[config.mk]
export PLATFORM = sky130hd
export DESIGN_NAME = vga_timing_ctrl_flat
export DESIGN_NICKNAME = d
export VERILOG_FILES = /design/src/rtl/vga_timing_ctrl_if.sv /design/src/rtl/vga_timing_ctrl.sv /design/src/flat_wrapper.sv
export SDC_FILE = /design/constraint.sdc
export NUM_CORES = 1
export LEC_CHECK = 0
export BUFFER_PORTS_ARGS = -buffer_cell sky130_fd_sc_hd__buf_4
export CORE_MARGIN = 1
export CORE_UTILIZATION = 40
export DETAILED_ROUTE_END_ITERATION = 16
export PLACE_DENSITY_LB_ADDON = 0.1
export SETUP_SLACK_MARGIN = 0.5
export SLEW_MARGIN = 10
export SYNTH_ARGS = -nofsm -noshare
export SYNTH_HDL_FRONTEND = slang
export SYNTH_SLANG_ARGS = --single-unit
[constraint.sdc]
create_clock -name px_clk -period 3.4 [get_ports px_clk]
set_input_delay 0 -clock px_clk [delete_from_list [all_inputs] [get_ports px_clk]]
set_output_delay 0 -clock px_clk [all_outputs]
set_load 0.05 [all_outputs]
[src/rtl/vga_timing_ctrl_if.sv]
// Pixel-source bus: the timing controller requests a coordinate and the source
// returns colour PIX_LAT cycles later.
interface vga_timing_ctrl_if #(
    parameter int unsigned CNT_W   = 11,
    parameter int unsigned COLOR_W = 10
);
    logic                   px_req;
    logic [CNT_W-1:0]       px_h;
    logic [CNT_W-1:0]       px_v;
    logic [3*COLOR_W-1:0]   px_data;

    modport master (output px_req, output px_h, output px_v, input px_data);
    modport slave  (input px_req, input px_h, input px_v, output px_data);
endinterface

[src/rtl/vga_timing_ctrl.sv]
// Two-mode VGA timing generator; sync/DE/frame_start and colour leave through a
// PIX_LAT+1 deep pipeline so colour from a latent pixel source lines up with DE.
module vga_timing_ctrl #(
    parameter int unsigned CNT_W   = 11,
    parameter int unsigned COLOR_W = 10,
    parameter int unsigned PIX_LAT = 1,
    parameter int unsigned H0_DATA = 640,
    parameter int unsigned H0_FP   = 16,
    parameter int unsigned H0_PW   = 96,
    parameter int unsigned H0_BP   = 48,
    parameter int unsigned V0_DATA = 480,
    parameter int unsigned V0_FP   = 10,
    parameter int unsigned V0_PW   = 2,
    parameter int unsigned V0_BP   = 33,
    parameter bit          HS0_POL = 1'b0,
    parameter bit          VS0_POL = 1'b0,
    parameter int unsigned H1_DATA = 800,
    parameter int unsigned H1_FP   = 40,
    parameter int unsigned H1_PW   = 128,
    parameter int unsigned H1_BP   = 88,
    parameter int unsigned V1_DATA = 600,
    parameter int unsigned V1_FP   = 1,
    parameter int unsigned V1_PW   = 4,
    parameter int unsigned V1_BP   = 23,
    parameter bit          HS1_POL = 1'b1,
    parameter bit          VS1_POL = 1'b1
) (
    input  logic                px_clk,
    input  logic                rst,
    input  logic                mode,
    vga_timing_ctrl_if.master   px_bus,
    output logic [COLOR_W-1:0]  RED,
    output logic [COLOR_W-1:0]  GRN,
    output logic [COLOR_W-1:0]  BLU,
    output logic                HSYNC,
    output logic                VSYNC,
    output logic                DE,
    output logic                frame_start
);

    localparam int unsigned H0_TOT = H0_DATA + H0_FP + H0_PW + H0_BP;
    localparam int unsigned V0_TOT = V0_DATA + V0_FP + V0_PW + V0_BP;
    localparam int unsigned H1_TOT = H1_DATA + H1_FP + H1_PW + H1_BP;
    localparam int unsigned V1_TOT = V1_DATA + V1_FP + V1_PW + V1_BP;
    localparam longint unsigned CNT_RANGE = 64'd1 << CNT_W;

    localparam bit TOT_OK = (H0_TOT <= CNT_RANGE) && (V0_TOT <= CNT_RANGE) &&
                            (H1_TOT <= CNT_RANGE) && (V1_TOT <= CNT_RANGE);
    localparam bit PORCH_OK = (H0_FP != 0) && (H0_PW != 0) && (H0_BP != 0) &&
                              (V0_FP != 0) && (V0_PW != 0) && (V0_BP != 0) &&
                              (H1_FP != 0) && (H1_PW != 0) && (H1_BP != 0) &&
                              (V1_FP != 0) && (V1_PW != 0) && (V1_BP != 0);

    if (!TOT_OK || !PORCH_OK || PIX_LAT > 7) begin : g_bad_params
        $error("vga_timing_ctrl: illegal timing parameter set");
    end

    // Per-mode compare points; sync windows are inclusive [beg, end].
    localparam logic [CNT_W-1:0] H0_DAT = CNT_W'(H0_DATA);
    localparam logic [CNT_W-1:0] H0_BEG = CNT_W'(H0_DATA + H0_FP);
    localparam logic [CNT_W-1:0] H0_END = CNT_W'(H0_DATA + H0_FP + H0_PW - 1);
    localparam logic [CNT_W-1:0] H0_LST = CNT_W'(H0_TOT - 1);
    localparam logic [CNT_W-1:0] V0_DAT = CNT_W'(V0_DATA);
    localparam logic [CNT_W-1:0] V0_BEG = CNT_W'(V0_DATA + V0_FP);
    localparam logic [CNT_W-1:0] V0_END = CNT_W'(V0_DATA + V0_FP + V0_PW - 1);
    localparam logic [CNT_W-1:0] V0_LST = CNT_W'(V0_TOT - 1);
    localparam logic [CNT_W-1:0] H1_DAT = CNT_W'(H1_DATA);
    localparam logic [CNT_W-1:0] H1_BEG = CNT_W'(H1_DATA + H1_FP);
    localparam logic [CNT_W-1:0] H1_END = CNT_W'(H1_DATA + H1_FP + H1_PW - 1);
    localparam logic [CNT_W-1:0] H1_LST = CNT_W'(H1_TOT - 1);
    localparam logic [CNT_W-1:0] V1_DAT = CNT_W'(V1_DATA);
    localparam logic [CNT_W-1:0] V1_BEG = CNT_W'(V1_DATA + V1_FP);
    localparam logic [CNT_W-1:0] V1_END = CNT_W'(V1_DATA + V1_FP + V1_PW - 1);
    localparam logic [CNT_W-1:0] V1_LST = CNT_W'(V1_TOT - 1);

    logic [CNT_W-1:0] hcnt_q, hcnt_d, vcnt_q, vcnt_d;
    logic             mode_q, mode_d;

    logic [CNT_W-1:0] h_dat, h_beg, h_end, h_lst, v_dat, v_beg, v_end, v_lst;
    logic             hs_pol, vs_pol;
    logic             visible, hs_raw, vs_raw, fs_raw;

    logic [PIX_LAT:0]   hs_q, vs_q, de_q, fs_q;
    logic [PIX_LAT+1:0] hs_tap, vs_tap, de_tap, fs_tap;
    logic [3*COLOR_W-1:0] rgb_q, rgb_d;

    always_comb begin
        h_dat  = mode_q ? H1_DAT : H0_DAT;
        h_beg  = mode_q ? H1_BEG : H0_BEG;
        h_end  = mode_q ? H1_END : H0_END;
        h_lst  = mode_q ? H1_LST : H0_LST;
        v_dat  = mode_q ? V1_DAT : V0_DAT;
        v_beg  = mode_q ? V1_BEG : V0_BEG;
        v_end  = mode_q ? V1_END : V0_END;
        v_lst  = mode_q ? V1_LST : V0_LST;
        hs_pol = mode_q ? HS1_POL : HS0_POL;
        vs_pol = mode_q ? VS1_POL : VS0_POL;
    end

    always_comb begin
        visible = (hcnt_q < h_dat) && (vcnt_q < v_dat);
        hs_raw  = ((hcnt_q >= h_beg) && (hcnt_q <= h_end)) ? hs_pol : ~hs_pol;
        vs_raw  = ((vcnt_q >= v_beg) && (vcnt_q <= v_end)) ? vs_pol : ~vs_pol;
        fs_raw  = (hcnt_q == '0) && (vcnt_q == '0);
        px_bus.px_req = visible;
        px_bus.px_h   = visible ? hcnt_q : '0;
        px_bus.px_v   = visible ? vcnt_q : '0;
    end

    // Mode is only taken at the frame boundary so a frame never mixes timings.
    always_comb begin
        hcnt_d = hcnt_q + CNT_W'(1);
        vcnt_d = vcnt_q;
        mode_d = mode_q;
        if (hcnt_q == h_lst) begin
            hcnt_d = '0;
            if (vcnt_q == v_lst) begin
                vcnt_d = '0;
                mode_d = mode;
            end else begin
                vcnt_d = vcnt_q + CNT_W'(1);
            end
        end
    end

    // Tap 0 is the raw value, tap k+1 is pipeline stage k.
    always_comb begin
        hs_tap = {hs_q, hs_raw};
        vs_tap = {vs_q, vs_raw};
        de_tap = {de_q, visible};
        fs_tap = {fs_q, fs_raw};
        rgb_d  = de_tap[PIX_LAT] ? px_bus.px_data : '0;
    end

    always_ff @(posedge px_clk) begin
        if (rst) begin
            hcnt_q <= '0;
            vcnt_q <= '0;
            mode_q <= 1'b0;
            hs_q   <= {(PIX_LAT+1){~HS0_POL}};
            vs_q   <= {(PIX_LAT+1){~VS0_POL}};
            de_q   <= '0;
            fs_q   <= '0;
            rgb_q  <= '0;
        end else begin
            hcnt_q <= hcnt_d;
            vcnt_q <= vcnt_d;
            mode_q <= mode_d;
            hs_q   <= hs_tap[PIX_LAT:0];
            vs_q   <= vs_tap[PIX_LAT:0];
            de_q   <= de_tap[PIX_LAT:0];
            fs_q   <= fs_tap[PIX_LAT:0];
            rgb_q  <= rgb_d;
        end
    end

    always_comb begin
        HSYNC       = hs_tap[PIX_LAT+1];
        VSYNC       = vs_tap[PIX_LAT+1];
        DE          = de_tap[PIX_LAT+1];
        frame_start = fs_tap[PIX_LAT+1];
        RED         = rgb_q[3*COLOR_W-1 -: COLOR_W];
        GRN         = rgb_q[2*COLOR_W-1 -: COLOR_W];
        BLU         = rgb_q[COLOR_W-1:0];
    end

endmodule

[src/flat_wrapper.sv]
// flat-port wrapper written by rule: the top's interface ports become plain ports
module vga_timing_ctrl_flat 
#(
    parameter int unsigned CNT_W   = 11,
    parameter int unsigned COLOR_W = 10,
    parameter int unsigned PIX_LAT = 1,
    parameter int unsigned H0_DATA = 640,
    parameter int unsigned H0_FP   = 16,
    parameter int unsigned H0_PW   = 96,
    parameter int unsigned H0_BP   = 48,
    parameter int unsigned V0_DATA = 480,
    parameter int unsigned V0_FP   = 10,
    parameter int unsigned V0_PW   = 2,
    parameter int unsigned V0_BP   = 33,
    parameter bit          HS0_POL = 1'b0,
    parameter bit          VS0_POL = 1'b0,
    parameter int unsigned H1_DATA = 800,
    parameter int unsigned H1_FP   = 40,
    parameter int unsigned H1_PW   = 128,
    parameter int unsigned H1_BP   = 88,
    parameter int unsigned V1_DATA = 600,
    parameter int unsigned V1_FP   = 1,
    parameter int unsigned V1_PW   = 4,
    parameter int unsigned V1_BP   = 23,
    parameter bit          HS1_POL = 1'b1,
    parameter bit          VS1_POL = 1'b1
)
  (px_clk, rst, mode, RED, GRN, BLU, HSYNC, VSYNC, DE, frame_start, px_bus_px_req, px_bus_px_h, px_bus_px_v, px_bus_px_data);
  vga_timing_ctrl_if #(.CNT_W(CNT_W), .COLOR_W(COLOR_W)) px_bus_i ();
  input  logic px_clk;
  input  logic rst;
  input  logic mode;
  output logic [COLOR_W-1:0] RED;
  output logic [COLOR_W-1:0] GRN;
  output logic [COLOR_W-1:0] BLU;
  output logic HSYNC;
  output logic VSYNC;
  output logic DE;
  output logic frame_start;
  output wire logic [$bits(px_bus_i.px_req)-1:0] px_bus_px_req;
  output wire logic [$bits(px_bus_i.px_h)-1:0] px_bus_px_h;
  output wire logic [$bits(px_bus_i.px_v)-1:0] px_bus_px_v;
  input wire logic [$bits(px_bus_i.px_data)-1:0] px_bus_px_data;
  assign px_bus_px_req = px_bus_i.px_req;
  assign px_bus_px_h = px_bus_i.px_h;
  assign px_bus_px_v = px_bus_i.px_v;
  assign px_bus_i.px_data = px_bus_px_data;
  vga_timing_ctrl #(.CNT_W(CNT_W), .COLOR_W(COLOR_W), .PIX_LAT(PIX_LAT), .H0_DATA(H0_DATA), .H0_FP(H0_FP), .H0_PW(H0_PW), .H0_BP(H0_BP), .V0_DATA(V0_DATA), .V0_FP(V0_FP), .V0_PW(V0_PW), .V0_BP(V0_BP), .HS0_POL(HS0_POL), .VS0_POL(VS0_POL), .H1_DATA(H1_DATA), .H1_FP(H1_FP), .H1_PW(H1_PW), .H1_BP(H1_BP), .V1_DATA(V1_DATA), .V1_FP(V1_FP), .V1_PW(V1_PW), .V1_BP(V1_BP), .HS1_POL(HS1_POL), .VS1_POL(VS1_POL)) u_core (.px_clk(px_clk), .rst(rst), .mode(mode), .px_bus(px_bus_i), .RED(RED), .GRN(GRN), .BLU(BLU), .HSYNC(HSYNC), .VSYNC(VSYNC), .DE(DE), .frame_start(frame_start));
endmodule
==> out/metrics.cfg <==
[outcome]
status = completed

[power_and_ir_drop]
leakagePower_nw = 1.89
powerDensity_mw_per_mm2 = 379
max-vdd-ir-drop_mv = 0.285

[clock_tree]
cts_max_level = 3
tritoncts = yes
clock_latency_ns = 0.34
clockBufferDepth = 2
clock_sink_count = 61
cts_made_buffers = 9
cts-root-buf = clkbuf_8
clk_pin_slew_ns = 0.07

[floorplan]
dieArea_mm2 = 0.00762
die_h_um = 87.3
die_w_um = 87.3
pin_count = 90
initial_core_util_pct = 42.1
rows = 30
core_region_area_mm2 = 0.00691

[grt]
grt_pass1_vias = 2446
grt-ovfl-total = 0
use_met1_pct = 25.8
grt_pass1_wl_mm = 11.6
grt_max_degree = 24
grt.met2_usage_pct = 31.5
gr-usage-met3_pct = 5.40
grt_use_total_pct = 20.1
antenna_found_initial = 0
busiest_layer = met2

[place]
hpwl_mm = 4.85
dp.cells = 491
io_buffers = 87
gp_congestion = 0.826
post-place-ws_ns = 1.06

[worst_setup_path]
crit_path_end_kind = output pin
crit_path_max_fanout = 16
critPathArrivalTime_ns = 2.72
crit_path_start_kind = flip-flop
crit_required_ns = 3.40
worstSetupPathType = flip-flop to output pin

[synth]
synth-seq-area-share_pct = 42.0
yosysUniqueCellTypes = 46
synthArstFlopShare_pct = 0
synth-seq-cells = 61
syn_avg_cell_area_um2 = 9.15
synth_area_mm2 = 0.00291
synth_edf_count = 0
synth_cells = 318
ys_warn_count = 0
synthFlopType = dfxtp_1

[drt]
remaining_drc_errors = 0
via_count = 2633
wl_per_cell_um = 13.6
drt_iter0_drc = 135
firstDrtPassIters = 6
avgViaCountPerCell = 4.88
final_antenna_net_count = 0
drt_wl_total_mm = 7.34

[finish]
final_cell_mix = 94 x buf_4, 61 x dfxtp_1, 41 x and2_1
syn_to_final_growth_pct = 44.0
antenna_cells = 0
nets = 493
drive_gt1_share_pct = 28.2
layout_commonest_cell = buf_4
final_cells = 539

[hold_path]
hold_path_class = input pin to flip-flop

[sta]
skew_ns = 0.00857
fin_crit_sh_pct = 80.1
setup_ws_ns = 0.678
layout_min_cycle_time_ns = 2.72
worstMarginPinSlew_ns = 0.734
rsz0062_at_grt = no
fmax_ghz = 0.367
hold_viol = 0
report.final.slew_viol_count = 0
fin_tns_setup_ns = 0
setup_viol_count_final = 0
worst_slew_margin_rel_pct = 51.0

[run]
cap_violations = 0

-- logic make-up after synthesis --
kind of cell               synth area share, %
xor gates and xnor gates                  3.01
and+or+nand+nor                           30.8
muxes                                     1.03
DFF                                       42.0
AOI/OAI and AO/OA                         9.38
buffers and inverters                     4.17
other                                    0.129
adders and majority gates                 9.46
-- state kept, by name, indices dropped and copies added (netlist names) --
register       cells
u_core.rgb_q      30
u_core.hcnt_q     11
u_core.vcnt_q     11
u_core.de_q        2
u_core.fs_q        2
u_core.hs_q        2
u_core.vs_q        2
u_core.mode_q      1
-- metrics by stage --
step / power [W] / util (%) / area [um2] / hold slack, ns
2_1_floorplan: 0.000863 / - / 2930 / 0.122
3_3_place_gp: 0.000925 / 53.1 / 3670 / 0.201
5_1_grt: 0.00165 / 60.7 / 4190 / 0.0216
6_report: 0.00159 / 60.7 / 4190 / 0.0121
3_5_place_dp: 0.000926 / 53.1 / 3670 / 0.205
4_1_cts: 0.00161 / 60.7 / 4190 / 0.00415
-- repair_timing --
action                                  CTS  global route
hold buffers                             32             0
gates resized for setup                   0             1
buffers inserted                          0             0
hold endpoints to repair                 31             0
endpoints found under the setup margin    0             1
-- per-layer routing --
layer | vias up | part of all wire [%]
met5 | - | 0
met4 | 0 | 1.8
met3 | 12 | 6.3
met2 | 85 | 46
met1 | 1215 | 46
li1 | 1321 | -
-- cells in the mapped netlist (all sizes together) (2+ instances only) --
| cell | count | area share (%) |
|---|---|---|
| a211oi | 4 | 1.0 |
| a21o | 3 | 0.77 |
| a21oi | 13 | 2.6 |
| a221oi | 3 | 0.90 |
| a31oi | 2 | 0.43 |
| and2 | 50 | 11 |
| and3 | 6 | 1.3 |
| buf | 4 | 1.1 |
| clkbuf | 14 | 1.8 |
| dfxtp | 61 | 42 |
| ha | 22 | 9.5 |
| inv | 10 | 1.3 |
| mux2i | 3 | 1.0 |
| nand2 | 9 | 1.2 |
| nand2b | 3 | 0.65 |
| nand3 | 13 | 2.2 |
| nand3b | 3 | 1.2 |
| nand4 | 5 | 1.1 |
| nand4b | 2 | 0.60 |
| nor2 | 28 | 3.9 |
| nor2b | 8 | 1.7 |
| nor3 | 5 | 0.86 |
| nor4b | 3 | 0.90 |
| o21a | 2 | 0.52 |
| o21ai | 10 | 1.7 |
| or2 | 2 | 0.43 |
| or3 | 4 | 0.86 |
| or3b | 4 | 1.2 |
| or4 | 3 | 0.90 |
| xnor2 | 5 | 1.5 |
| xor2 | 5 | 1.5 |
-- final timing paths --
| check | startpoint | endpoint | slack (ns) | cells past startpoint |
|---|---|---|---|---|
| worst max-delay path | u_core.mode_q | px_bus_px_h[9] | 0.68 | 10 |
| worst min-delay path | rst | u_core.de_q[0] | 0.01 | 2 |
| worst max register to register | u_core.mode_q | u_core.mode_q | 0.71 | 9 |
| worst min register to register | u_core.hs_q[0] | u_core.hs_q[1] | 0.41 | 1 |
-- where the power goes --
part           leakage (nW)  internal (W)  switching (W)
Sequential            0.498      0.000736     0.00000902
Clock                 0.104      0.000379       0.000269
Combinational          1.28     0.0000856       0.000110
-- critical path: stages (launching register included) --
cell       delay (ns)
dfxtp_1          0.33
inv_1            0.05
buf_4            0.15
ha_1             0.32
nor2b_1          0.14
o21a_1           0.17
o21a_1           0.17
a2111oi_2        0.42
buf_4            0.27
and2_2           0.17
buf_4            0.19
-- final cells by class --
cell class              instances  area [um2]
inverters                      10        37.5
clock inverters                 3        43.8
clock buffers                  13         159
well taps                      96         120
repair buffers                126        1030
flip-flops and latches         61        1220
fillers                       664        2720
multi-input cells             230        1580
Power figures use the tool's default switching activity.
